--- config.mk ---
export PLATFORM = sky130hd
export DESIGN_NAME = rtc_bus_driver
export DESIGN_NICKNAME = d
export VERILOG_FILES = /design/src/rtl/rtc_bus_pkg.sv /design/src/rtl/rtc_bus_driver_phase_timer.sv /design/src/rtl/rtc_bus_driver.sv
export SDC_FILE = /design/constraint.sdc
export NUM_CORES = 1
export LEC_CHECK = 0
export BUFFER_PORTS_ARGS = -buffer_cell sky130_fd_sc_hd__buf_2
export CORE_MARGIN = 5
export CORE_UTILIZATION = 50
export CTS_CLUSTER_SIZE = 16
export DETAILED_ROUTE_END_ITERATION = 12
export GPL_TIMING_DRIVEN = 0
export PLACE_DENSITY = 0.77
export SLEW_MARGIN = 25
export SYNTH_ARGS = -nofsm -noshare
export SYNTH_HDL_FRONTEND = slang
export SYNTH_HIERARCHICAL = 1
export SYNTH_SLANG_ARGS = --single-unit
export TNS_END_PERCENT = 50
--- constraint.sdc ---
create_clock -name clk -period 3.4 [get_ports clk]
set_input_delay 0.17 -clock clk [delete_from_list [all_inputs] [get_ports clk]]
set_output_delay 0.17 -clock clk [all_outputs]
set_load 0.03 [all_outputs]
--- src/rtl/rtc_bus_pkg.sv ---
// rtc_bus_pkg: state encoding, default bus timing and the RTC register map
// shared by the bus driver and the sequencers that feed it.
package rtc_bus_pkg;

    localparam int RTC_BUS_W   = 8;
    localparam int T_SETUP_DEF = 2;
    localparam int T_PULSE_DEF = 4;
    localparam int T_HOLD_DEF  = 2;

    typedef enum logic [2:0] {
        ST_IDLE     = 3'd0,
        ST_A_SETUP  = 3'd1,
        ST_A_STROBE = 3'd2,
        ST_A_HOLD   = 3'd3,
        ST_D_SETUP  = 3'd4,
        ST_D_STROBE = 3'd5,
        ST_D_HOLD   = 3'd6,
        ST_DONE     = 3'd7
    } bus_state_e;

    localparam logic [7:0] RTC_REG_CONTROL  = 8'h02;
    localparam logic [7:0] RTC_REG_SECONDS  = 8'h21;
    localparam logic [7:0] RTC_REG_MINUTES  = 8'h22;
    localparam logic [7:0] RTC_REG_HOURS    = 8'h23;
    localparam logic [7:0] RTC_REG_DAY      = 8'h24;
    localparam logic [7:0] RTC_REG_MONTH    = 8'h25;
    localparam logic [7:0] RTC_REG_YEAR     = 8'h26;
    localparam logic [7:0] RTC_REG_TRANSFER = 8'hF0;

    // Phase timer counts from 0, so a phase of N cycles ends at count N-1.
    function automatic logic [7:0] phase_limit(input int cycles);
        return 8'(cycles - 1);
    endfunction

endpackage

--- src/rtl/rtc_bus_driver_phase_timer.sv ---
// phase_timer: cycle counter cleared on every phase entry; expire flags the
// final cycle of the current phase.
module phase_timer (
    input  logic       clk,
    input  logic       reset,
    input  logic       load,
    input  logic [7:0] limit,
    output logic       expire
);

    logic [7:0] count;

    always_ff @(posedge clk) begin
        if (!reset) begin
            count <= 8'd0;
        end else if (load) begin
            count <= 8'd0;
        end else begin
            count <= count + 8'd1;
        end
    end

    assign expire = (count == limit);

endmodule

--- src/rtl/rtc_bus_driver.sv ---
// rtc_bus_driver: single read/write transaction on the RTC multiplexed A/D bus.
// Reads exist only when RTC_BUS_READ_EN is defined; otherwise every request is a write.
//
// state     | meaning
// IDLE      | bus released, waiting for start
// A_SETUP   | address driven, cs_n low
// A_STROBE  | address strobed with wr_n
// A_HOLD    | address held after wr_n rises
// D_SETUP   | data phase (write drives data, read releases bus)
// D_STROBE  | wr_n or rd_n low; read byte captured on last cycle
// D_HOLD    | strobes high, cs_n and drive unchanged
// DONE      | bus released, one-cycle done pulse
module rtc_bus_driver
    import rtc_bus_pkg::*;
#(
    parameter int BUS_W   = RTC_BUS_W,
    parameter int T_SETUP = T_SETUP_DEF,
    parameter int T_PULSE = T_PULSE_DEF,
    parameter int T_HOLD  = T_HOLD_DEF
) (
    input  logic             clk,
    input  logic             reset,
    input  logic             start,
    input  logic             rd_op,
    input  logic [BUS_W-1:0] addr,
    input  logic [BUS_W-1:0] wr_data,
    input  logic [BUS_W-1:0] ad_in,
    output logic [BUS_W-1:0] ad_out,
    output logic             ad_oe,
    output logic             cs_n,
    output logic             rd_n,
    output logic             wr_n,
    output logic             ad_sel,
    output logic [BUS_W-1:0] rd_data,
    output logic             busy,
    output logic             done
);

    localparam logic [2:0] IDLE     = ST_IDLE;
    localparam logic [2:0] A_SETUP  = ST_A_SETUP;
    localparam logic [2:0] A_STROBE = ST_A_STROBE;
    localparam logic [2:0] A_HOLD   = ST_A_HOLD;
    localparam logic [2:0] D_SETUP  = ST_D_SETUP;
    localparam logic [2:0] D_STROBE = ST_D_STROBE;
    localparam logic [2:0] D_HOLD   = ST_D_HOLD;
    localparam logic [2:0] DONE     = ST_DONE;

    logic [2:0]       state;
    logic [2:0]       next_state;
    logic [BUS_W-1:0] addr_q;
    logic [BUS_W-1:0] data_q;
    logic [BUS_W-1:0] addr_nxt;
    logic [BUS_W-1:0] data_nxt;
    logic             accept;
    logic             op_rd;
    logic             load;
    logic             expire;
    logic [7:0]       limit;
    logic             addr_ph;
    logic             data_ph;
    logic             data_drv;

    assign accept   = (state == IDLE) && start;
    assign addr_nxt = accept ? addr : addr_q;
    assign data_nxt = accept ? wr_data : data_q;

    always_comb begin
        case (state)
            A_SETUP, D_SETUP:   limit = phase_limit(T_SETUP);
            A_STROBE, D_STROBE: limit = phase_limit(T_PULSE);
            A_HOLD, D_HOLD:     limit = phase_limit(T_HOLD);
            default:            limit = 8'd0;
        endcase
    end

    always_comb begin
        next_state = state;
        case (state)
            IDLE:     if (start)  next_state = A_SETUP;
            A_SETUP:  if (expire) next_state = A_STROBE;
            A_STROBE: if (expire) next_state = A_HOLD;
            A_HOLD:   if (expire) next_state = D_SETUP;
            D_SETUP:  if (expire) next_state = D_STROBE;
            D_STROBE: if (expire) next_state = D_HOLD;
            D_HOLD:   if (expire) next_state = DONE;
            default:              next_state = IDLE;
        endcase
    end

    assign load = (next_state != state);

    phase_timer u_timer (
        .clk    (clk),
        .reset  (reset),
        .load   (load),
        .limit  (limit),
        .expire (expire)
    );

    // Outputs are decoded from the next state so each registered value lines up with its state.
    assign addr_ph  = (next_state == A_SETUP) || (next_state == A_STROBE) || (next_state == A_HOLD);
    assign data_ph  = (next_state == D_SETUP) || (next_state == D_STROBE) || (next_state == D_HOLD);
    assign data_drv = data_ph && !op_rd;

    always_ff @(posedge clk) begin
        if (!reset) begin
            state  <= IDLE;
            addr_q <= '0;
            data_q <= '0;
            ad_out <= '0;
            ad_oe  <= 1'b0;
            cs_n   <= 1'b1;
            wr_n   <= 1'b1;
            ad_sel <= 1'b0;
            busy   <= 1'b0;
            done   <= 1'b0;
        end else begin
            state  <= next_state;
            addr_q <= addr_nxt;
            data_q <= data_nxt;
            cs_n   <= !(addr_ph || data_ph);
            ad_sel <= data_ph;
            ad_oe  <= addr_ph || data_drv;
            ad_out <= addr_ph ? addr_nxt : (data_drv ? data_nxt : '0);
            wr_n   <= !((next_state == A_STROBE) || ((next_state == D_STROBE) && !op_rd));
            busy   <= (next_state != IDLE);
            done   <= (next_state == DONE);
        end
    end

`ifdef RTC_BUS_READ_EN
    logic rd_q;

    assign op_rd = accept ? rd_op : rd_q;

    always_ff @(posedge clk) begin
        if (!reset) begin
            rd_q    <= 1'b0;
            rd_data <= '0;
            rd_n    <= 1'b1;
        end else begin
            if (accept) begin
                rd_q <= rd_op;
            end
            if ((state == D_STROBE) && expire && rd_q) begin
                rd_data <= ad_in;
            end
            rd_n <= !((next_state == D_STROBE) && op_rd);
        end
    end
`else
    logic unused_read_inputs;

    assign unused_read_inputs = ^{rd_op, ad_in};
    assign op_rd   = 1'b0;
    assign rd_n    = 1'b1;
    assign rd_data = '0;
`endif

endmodule
==> flow_summary.json, run 1 <==
{
  "status": "completed",
  "pwr-share-clk": 0.315,
  "grt_pass1_wl_mm": 5.51,
  "syn_area_um2": 1750,
  "overflow": 0,
  "initial_core_util": 0.521,
  "slew_violations": 0,
  "wl_per_cell_um": 11.4,
  "max_slew_margin": 0.649,
  "wl_mm": 3.18,
  "netlist.area_leader.share": 0.468,
  "p_int_uw": 706,
  "grt_start_max_net_pins": 13,
  "synth_edf_count": 0,
  "synth-async-reset-ratio": 0,
  "antenna_cells": 0,
  "synth_top_cells_by_area": "dfxtp_1 (47%), mux2i_1 (9.7%), nor2_1 (4.9%), xnor2_1 (4.5%), buf_4 (4.3%)",
  "hold_path_class": "input port to register",
  "power_density_nw_per_um2": 448,
  "synthCells": 182,
  "vias": 1344,
  "tritoncts": "yes",
  "synth.most_common_cell": "dfxtp_1",
  "ys_ff_latch": 41,
  "core_area_um2": 3360,
  "post-route-util": 0.622,
  "tns_ns": 0,
  "min_period_over_period": 0.835,
  "fp.dieArea_um2": 4790,
  "arrival_ns": 3.06,
  "drv_cap": 0,
  "ys.flop_type": "dfxtp_1",
  "drc": 0,
  "peakVddDrop_mv": 0.219,
  "ctsRootBufferMaster": "clkbuf_4",
  "slowest_delay_ns": 0.38,
  "cpMaxStageDelayCell": "clkbuf_1",
  "gp_congestion": 0.772,
  "cts_buffer_depth": 2,
  "setup_viol": 0,
  "row_count": 21,
  "cts_setup_buffers": 0,
  "antenna_found_initial": 0,
  "viasPerCell": 4.80,
  "worst_slew_pin_slew_ns": 0.527,
  "rsz0062_at_grt": "false",
  "die_x_um": 69.2,
  "leakagePower_uw": 0.000917,
  "synth.avg_cell_area_um2": 9.63,
  "htree_num_levels": 2,
  "startpoint_type": "register",
  "yosysTopAreaCell": "dfxtp_1",
  "hold_buffers": 0,
  "layout.nets": 263,
  "synth.top_cells.by_count": "dfxtp_1 (41), nor2_1 (23), mux2i_1 (17)",
  "clkLatencyLatePin_ns": 0.34,
  "p_sw_uw": 232,
  "ys_seq_area_frac": 0.468,
  "grt_pass1_vias": 1294,
  "num_io_pins": 51,
  "yosysWarnings": 6,
  "ant_nets": 0,
  "seqPwrFrac": 0.544,
  "skew_ns": 0.00853,
  "hpwl_mm": 2.32,
  "fp.dieH_um": 69.2,
  "grt.total_usage": 0.141,
  "area_growth_pct": 19.3,
  "cp.required_ns": 3.62,
  "firstDrtPassIters": 4,
  "end_kind": "register",
  "ys_types": 41,
  "drtIter0Drc": 58,
  "ctsResizeCount": 0,
  "p_comb_frac": 0.141,
  "path_cells": "buf_4 -> or2_2 -> mux2_2 -> xnor2_1 -> nand4_1 -> nor2_1 -> clkbuf_1 -> a21oi_1 -> o21ai_0 -> nand2b_1 -> clkbuf_1 -> nor2_1",
  "max_freq_mhz": 352,
  "finalHoldViolations": 0,
  "clock-sinks": 41,
  "drive_above_1_share": 0.261,
  "path_class": "register to register",
  "cts_buffers": 5,
  "critPathMaxFanout": 10,
  "sw_frac_of_total": 0.248,
  "port_buffers": 32,
  "finalCriticalPeriod_ns": 2.84,
  "clk_pin_slew_worst_paths_ns": 0.11
}
[power by group through the flow]
stage	sequential [µW]	combinational (µW)	clock (µW)
after global routing	513	145	323
after global placement	520	131	0
final	510	132	296
after floorplan	535	85.8	0
after CTS	510	133	304
after detailed placement	521	132	0
[state kept, by name, summed over array words and instances (netlist names)]
| name | flops |
|---|---|
| ad_oe | 1 |
| ad_out | 8 |
| ad_sel | 1 |
| addr_q | 8 |
| busy | 1 |
| cs_n | 1 |
| data_q | 8 |
| done | 1 |
| state | 3 |
| u_timer/count | 8 |
| wr_n | 1 |
[metrics by stage]
| stage | instances | hold slack [ns] | total power (µW) | worst slack [ns] | instance area [µm²] |
|---|---|---|---|---|---|
| detailed placement | 273 | 0.445 | 653 | 0.605 | 2020 |
| finish | 280 | 0.0873 | 938 | 0.559 | 2090 |
| floorplan | 195 | 0.246 | 621 | 0.959 | 1800 |
| global route | 280 | 0.0788 | 981 | 0.354 | 2090 |
| global placement | 273 | 0.435 | 651 | 0.664 | 2020 |
| CTS | 280 | 0.0803 | 947 | 0.575 | 2090 |
[worst max-delay path, delay by kind of cell (launching register included)]
| family | cells | cell delay [ns] |
|---|---|---|
| AOI/OAI and AO/OA | 2 | 0.26 |
| xor gates and xnor gates | 1 | 0.13 |
| muxes | 1 | 0.28 |
| and+or+nand+nor | 5 | 0.82 |
| buffers and inverters | 3 | 0.86 |
| DFF | 1 | 0.36 |
[layout by cell type (no fill, tap or decap), types with 6 or more instances in the layout]
master	Yosys	layout
dfxtp_1	41	41
buf_2	1	33
nor2_1	23	23
mux2i_1	17	17
conb_1	2	15
buf_4	10	10
nand2_1	9	9
xnor2_1	9	9
a21oi_1	8	8
o21ai_0	6	6
[path summary, 6_finish.rpt]
| kind | start | to | slack [ns] | cells past startpoint |
|---|---|---|---|---|
| max | state[0] | u_timer/count[2] | 0.56 | 12 |
| min | wr_data[0] | data_q[0] | 0.09 | 3 |
| max reg2reg | state[0] | u_timer/count[2] | 0.56 | 12 |
| min reg2reg | data_q[7] | data_q[7] | 0.50 | 2 |
[logic make-up (layout without fill, tap and decap cells)]
kind of cell               Yosys count  after routing  share of synthesized area
other                                2             15                    0.00428
AOI/OAI and AO/OA                   30             30                      0.116
and+or+nand+nor                     54             54                      0.155
buffers and inverters               25             64                     0.0913
xor gates and xnor gates            11             11                     0.0550
DFF                                 41             41                      0.468
adders and majority gates            1              1                    0.00714
muxes                               18             18                      0.103
[routing by layer]
metal | global-route usage | vias to the layer above | wire [µm]
li1 | - | 699 | -
met1 | 0.162 | 598 | 1410
met2 | 0.234 | 40 | 1520
met3 | 0.0391 | 7 | 174
met4 | 0.0781 | 0 | 70
met5 | 0 | - | 0
[layout make-up]
| cell class | instances | area [µm²] |
|---|---|---|
| plain buffers | 19 | 138 |
| clock buffers | 5 | 37.5 |
| clock inverters | 2 | 35.0 |
| fillers | 316 | 1270 |
| inverters | 6 | 22.5 |
| multi-input cells | 129 | 821 |
| flip-flops and latches | 41 | 821 |
| well taps | 46 | 57.6 |
| repair buffers | 32 | 160 |
Note: power is estimated with default switching activity, not from simulation.
==> inputs of run 2 (changes only) <==
==> constraint.sdc (replaced) <==
create_clock -name clk -period 2.65 [get_ports clk]
set_input_delay 0.1325 -clock clk [delete_from_list [all_inputs] [get_ports clk]]
set_output_delay 0.1325 -clock clk [all_outputs]
set_load 0.03 [all_outputs]
==> run 2 against run 1 <==
Against the previous run:
- setup slack got worse by 0.40 ns
- clock skew fell by 0.0022 ns
- cell count fell by 0.36%
- largest power group unchanged
- total power rose by 28%
- critical path depth fell by 2
- sequential cell count did not move
- maximum frequency rose by 14%
- non-clock buffer count fell by 1
==> flow_summary.json, run 2 (same netlist as run 1, synthesis figures left out) <==
{
  "placed_area_um2": 2020,
  "fin_ws_ns": 0.160,
  "skew_ns": 0.00634,
  "hold_buffers": 0,
  "r2r_setup_slack_ns": 0.16,
  "fp.dieH_um": 69.2,
  "place_ws_ns": -0.145,
  "final_cell_mix": "dfxtp_1 (41), buf_2 (33), nor2_1 (22), mux2i_1 (17), conb_1 (15)",
  "peakVddDrop_mv": 0.281,
  "clk_pin_slew_worst_paths_ns": 0.11,
  "leakagePower_uw": 0.000919,
  "clock-sinks": 41,
  "path_cells": "buf_4 -> or2_2 -> mux2_2 -> xnor2_1 -> nand4_1 -> nor2_2 -> clkbuf_4 -> a221oi_1 -> o21a_1 -> or3_1",
  "grt_pass1_vias": 1296,
  "p_total_uw": 1200,
  "worst_slew_pin_slew_ns": 0.530,
  "path_depth": 10,
  "cpMaxStageDelayCell": "dfxtp_1",
  "status": "completed",
  "ctsRootBufferMaster": "clkbuf_4",
  "startpoint_type": "register",
  "num_io_pins": 51,
  "grt_start_max_net_pins": 13,
  "viasPerCell": 4.84,
  "fp.dieArea_um2": 4790,
  "die_x_um": 69.2,
  "layout.nets": 262,
  "power_density_nw_per_um2": 574,
  "grt_pass1_wl_mm": 5.51,
  "gp_congestion": 0.772,
  "htree_num_levels": 2,
  "max_slew_margin": 0.647,
  "finalCriticalPeriod_ns": 2.49,
  "wl_per_cell_um": 11.4,
  "finalHoldViolations": 0,
  "slew_violations": 0,
  "wl_mm": 3.19,
  "arrival_ns": 2.73,
  "max_freq_mhz": 402,
  "end_kind": "register",
  "core_area_um2": 3360,
  "hpwl_mm": 2.32,
  "ant_nets": 0,
  "rr_startpoint": "state[0]",
  "antenna_cells": 0,
  "initial_core_util": 0.521,
  "cts_setup_buffers": 0,
  "drv_cap": 0,
  "overflow": 0,
  "cts_buffer_depth": 2,
  "startpoint": "state[0]",
  "cp.required_ns": 2.89,
  "cts_buffers": 5,
  "antenna_found_initial": 0,
  "min_period_over_period": 0.940,
  "critPathCapture": "busy",
  "ctsResizeCount": 1,
  "clkLatencyLatePin_ns": 0.34,
  "hold_path_class": "input port to register",
  "port_buffers": 32,
  "slowest_delay_ns": 0.36,
  "tritoncts": "yes",
  "setup_viol": 0,
  "drive_above_1_share": 0.275,
  "fin_area_um2": 2100,
  "vias": 1349,
  "critPathMaxFanout": 10,
  "drc": 0,
  "rsz0062_at_grt": "false",
  "drtIter0Drc": 56,
  "reg2reg_to": "busy",
  "path_buf_inv": 2,
  "hold_ws_ns": 0.0492,
  "rr_worst_depth": 10,
  "area_growth_pct": 19.6,
  "layout_commonest_cell": "dfxtp_1",
  "path_class": "register to register",
  "firstDrtPassIters": 4,
  "tns_ns": 0,
  "grt.total_usage": 0.141,
  "cp_top_family": "simple AND/OR/NAND/NOR gates",
  "row_count": 21
}
[run 2: cell count changes in the layout (fill, tap and decap cells not counted)]
cell,previous run,this run
clkbuf_1,4,2
clkbuf_4,5,6
nand2b_1,4,3
nand2b_2,0,1
nor2_1,23,22
nor2_2,0,1
[run 2: routing by layer]
layer / part of all wire / GRT usage / routed length (µm)
met4: 0.023 / 0.0781 / 72
met1: 0.45 / 0.161 / 1440
met5: 0 / 0 / 0
met2: 0.48 / 0.235 / 1520
met3: 0.050 / 0.0391 / 158
[run 2: area by class of cell]
cell class | instances | area [µm²]
multi-input cells | 129 | 826
clock inverters | 2 | 35.0
clock buffers | 5 | 37.5
flip-flops and latches | 41 | 821
well taps | 46 | 57.6
repair buffers | 32 | 160
plain buffers | 18 | 138
inverters | 6 | 22.5
fillers | 314 | 1270
[run 2: worst min-delay path by stage]
| stage | startpoint | to | slack [ns] | cells after the start |
|---|---|---|---|---|
| final | wr_data[0] | data_q[0] | 0.05 | 3 |
| after global routing | addr[3] | addr_q[3] | 0.04 | 3 |
| after CTS | addr[7] | addr_q[7] | 0.04 | 3 |
| after detailed placement | addr[0] | addr_q[0] | 0.41 | 3 |
| after global placement | addr[1] | addr_q[1] | 0.40 | 3 |
| after floorplan | reset | wr_n | 0.21 | 1 |
[run 2: power breakdown]
part / internal, µW / switching [µW] / total [µW]
combinational: 69.1 / 101 / 170
clock: 192 / 187 / 379
sequential: 644 / 10.4 / 655
[run 2: worst register-to-register path, stage by stage, from the launching register on]
cell and delay [ns]:
dfxtp_1 0.36, buf_4 0.18, or2_2 0.33, mux2_2 0.28
xnor2_1 0.13, nand4_1 0.12, nor2_2 0.14, clkbuf_4 0.22
a221oi_1 0.07, o21a_1 0.19, or3_1 0.35
[run 2: stage by stage]
step / util / std cells
2_1_floorplan: - / 195
3_5_place_dp: 0.600 / 273
4_1_cts: 0.621 / 279
6_report: 0.624 / 279
3_3_place_gp: 0.600 / 273
5_1_grt: 0.624 / 279
==> inputs of run 3 (changes only) <==
--- a/config.mk
+++ b/config.mk
@@ -7,11 +7,13 @@
 export LEC_CHECK = 0
 export BUFFER_PORTS_ARGS = -buffer_cell sky130_fd_sc_hd__buf_2
 export CORE_MARGIN = 5
-export CORE_UTILIZATION = 50
+export CORE_UTILIZATION = 45
 export CTS_CLUSTER_SIZE = 16
 export DETAILED_ROUTE_END_ITERATION = 12
 export GPL_TIMING_DRIVEN = 0
-export PLACE_DENSITY = 0.77
+export HOLD_SLACK_MARGIN = 0.12
+export PLACE_DENSITY = 0.71
+export SETUP_SLACK_MARGIN = 0.05
 export SLEW_MARGIN = 25
 export SYNTH_ARGS = -nofsm -noshare
 export SYNTH_HDL_FRONTEND = slang
==> run 3 against run 2 <==
Against the previous run:
- non-clock buffer count rose by 12
- via count rose by 0.37%
- worst hold slack improved by 0.086 ns
- first-iteration DRC count rose by 34%
- wire length rose by 4.0%
- sequential power barely moved
- critical path type unchanged
- setup slack improved by 0.068 ns
- utilization fell by 1.7 points
- die area rose by 9.5%
- cell count rose by 5.0%
- combinational power rose by 8%
- cell area rose by 7.5%
==> flow_summary.json, run 3 (same netlist as run 1, synthesis figures left out) <==
{
  "drc": 0,
  "antenna_cells": 0,
  "cts_buffers": 5,
  "viasPerCell": 4.62,
  "vias": 1354,
  "layout.cells.non_filler": 293,
  "clkLatencyLatePin_ns": 0.29,
  "slew_violations": 0,
  "grt_pass1_vias": 1233,
  "wl_mm": 3.32,
  "ant_nets": 0,
  "area_growth_pct": 28.6,
  "critPathMaxFanout": 10,
  "core_area_um2": 3720,
  "antenna_found_initial": 0,
  "tritoncts": "yes",
  "skew_ns": 0.00325,
  "final_cell_mix": "dfxtp_1 (41), buf_2 (33), nor2_1 (22), mux2i_1 (17), conb_1 (15)",
  "clk_pin_slew_worst_paths_ns": 0.07,
  "leakagePower_uw": 0.000983,
  "worst_slew_pin_slew_ns": 0.505,
  "ctsRootBufferMaster": "clkbuf_8",
  "gp_congestion": 0.748,
  "wl_per_cell_um": 11.3,
  "tns_ns": 0,
  "max_freq_mhz": 413,
  "grt_start_max_net_pins": 13,
  "fin_ws_ns": 0.228,
  "path_class": "register to register",
  "power_density_nw_per_um2": 583,
  "fp.dieArea_um2": 5240,
  "p_total_uw": 1310,
  "clock-sinks": 41,
  "initial_core_util": 0.472,
  "end_kind": "register",
  "arrival_ns": 2.60,
  "cts_buffer_depth": 2,
  "grt_pass1_wl_mm": 5.53,
  "fp.dieH_um": 72.4,
  "peakVddDrop_mv": 0.338,
  "hpwl_mm": 2.42,
  "dp.cells": 275,
  "place_ws_ns": -0.153,
  "layout_commonest_cell": "dfxtp_1",
  "finalCriticalPeriod_ns": 2.42,
  "min_period_over_period": 0.914,
  "drtIter0Drc": 75,
  "overflow": 0,
  "htree_num_levels": 2,
  "grt.total_usage": 0.136,
  "max_slew_margin": 0.663,
  "drv_cap": 0,
  "firstDrtPassIters": 4,
  "status": "completed",
  "hold_path_class": "input port to register",
  "placed_area_um2": 2020,
  "die_x_um": 72.4,
  "port_buffers": 32,
  "finalHoldViolations": 0,
  "num_io_pins": 51,
  "drive_above_1_share": 0.265,
  "setup_viol": 0,
  "row_count": 22,
  "cp.required_ns": 2.83,
  "fin_area_um2": 2250,
  "rsz0062_at_grt": "true",
  "startpoint_type": "register",
  "fill_cells": 345,
  "layout.nets": 274
}
-- run 3: cell types whose count changed in the layout (fill, tap and decap cells not counted), sizes merged --
cell / change
buf: +1
clkbuf: -1
dlygate4sd3: +12
-- run 3: critical path, stage by stage, from the launching register on --
cell and delay, ns:
dfxtp_1 0.34, buf_4 0.17, or2_2 0.34, mux2_2 0.28
xnor2_1 0.14, nand4_1 0.12, nor2_2 0.13, buf_4 0.19
a221oi_1 0.06, o21a_1 0.18, or3_1 0.35
-- run 3: routing by layer --
metal,global-route usage,vias up,routed length (µm),share of wire
met2,0.223,34,1580,0.48
met5,0,-,0,0
met4,0.0738,0,65,0.020
met3,0.0277,6,189,0.057
met1,0.167,595,1480,0.45
li1,-,719,-,-
-- run 3: layout make-up --
| type | instances | area, µm² | share of cell area |
|---|---|---|---|
| inverters | 6 | 22.5 | 0.00999 |
| flip-flops and latches | 41 | 821 | 0.364 |
| well taps | 48 | 60.1 | 0.0267 |
| multi-input cells | 129 | 828 | 0.368 |
| plain buffers | 18 | 138 | 0.0611 |
| clock inverters | 2 | 35.0 | 0.0155 |
| repair buffers | 44 | 280 | 0.124 |
| clock buffers | 5 | 68.8 | 0.0305 |
-- run 3: report_power, final --
| group | internal (µW) | total (µW) | switching (µW) |
|---|---|---|---|
| sequential | 644 | 654 | 10.1 |
| combinational | 80.6 | 183 | 103 |
| clock | 274 | 476 | 202 |
| total | 998 | 1310 | 315 |
-- run 3: per-stage QoR --
stage                     utilization  hold slack (ns)
after floorplan                     -            0.209
after global placement          0.544            0.394
after detailed placement        0.544            0.397
after CTS                       0.604            0.131
after global routing            0.606            0.159
final                           0.606            0.135
-- run 3: repair_timing --
action / in CTS / in global routing
buffers inserted: 0 / 0
resized for setup: 1 / 6
hold endpoints to repair: 12 / 0
hold buffers: 12 / 0
endpoints found under the setup margin: 13 / 16
cloned: 0 / 0
-- run 3: final timing paths --
path                    startpoint                to  slack [ns]  cells past startpoint
setup / recovery          state[0]              busy        0.23                     10
hold / removal          wr_data[5]         data_q[5]        0.14                      3
setup reg to reg          state[0]              busy        0.23                     10
hold reg to reg   u_timer/count[0]  u_timer/count[0]        0.49                      1
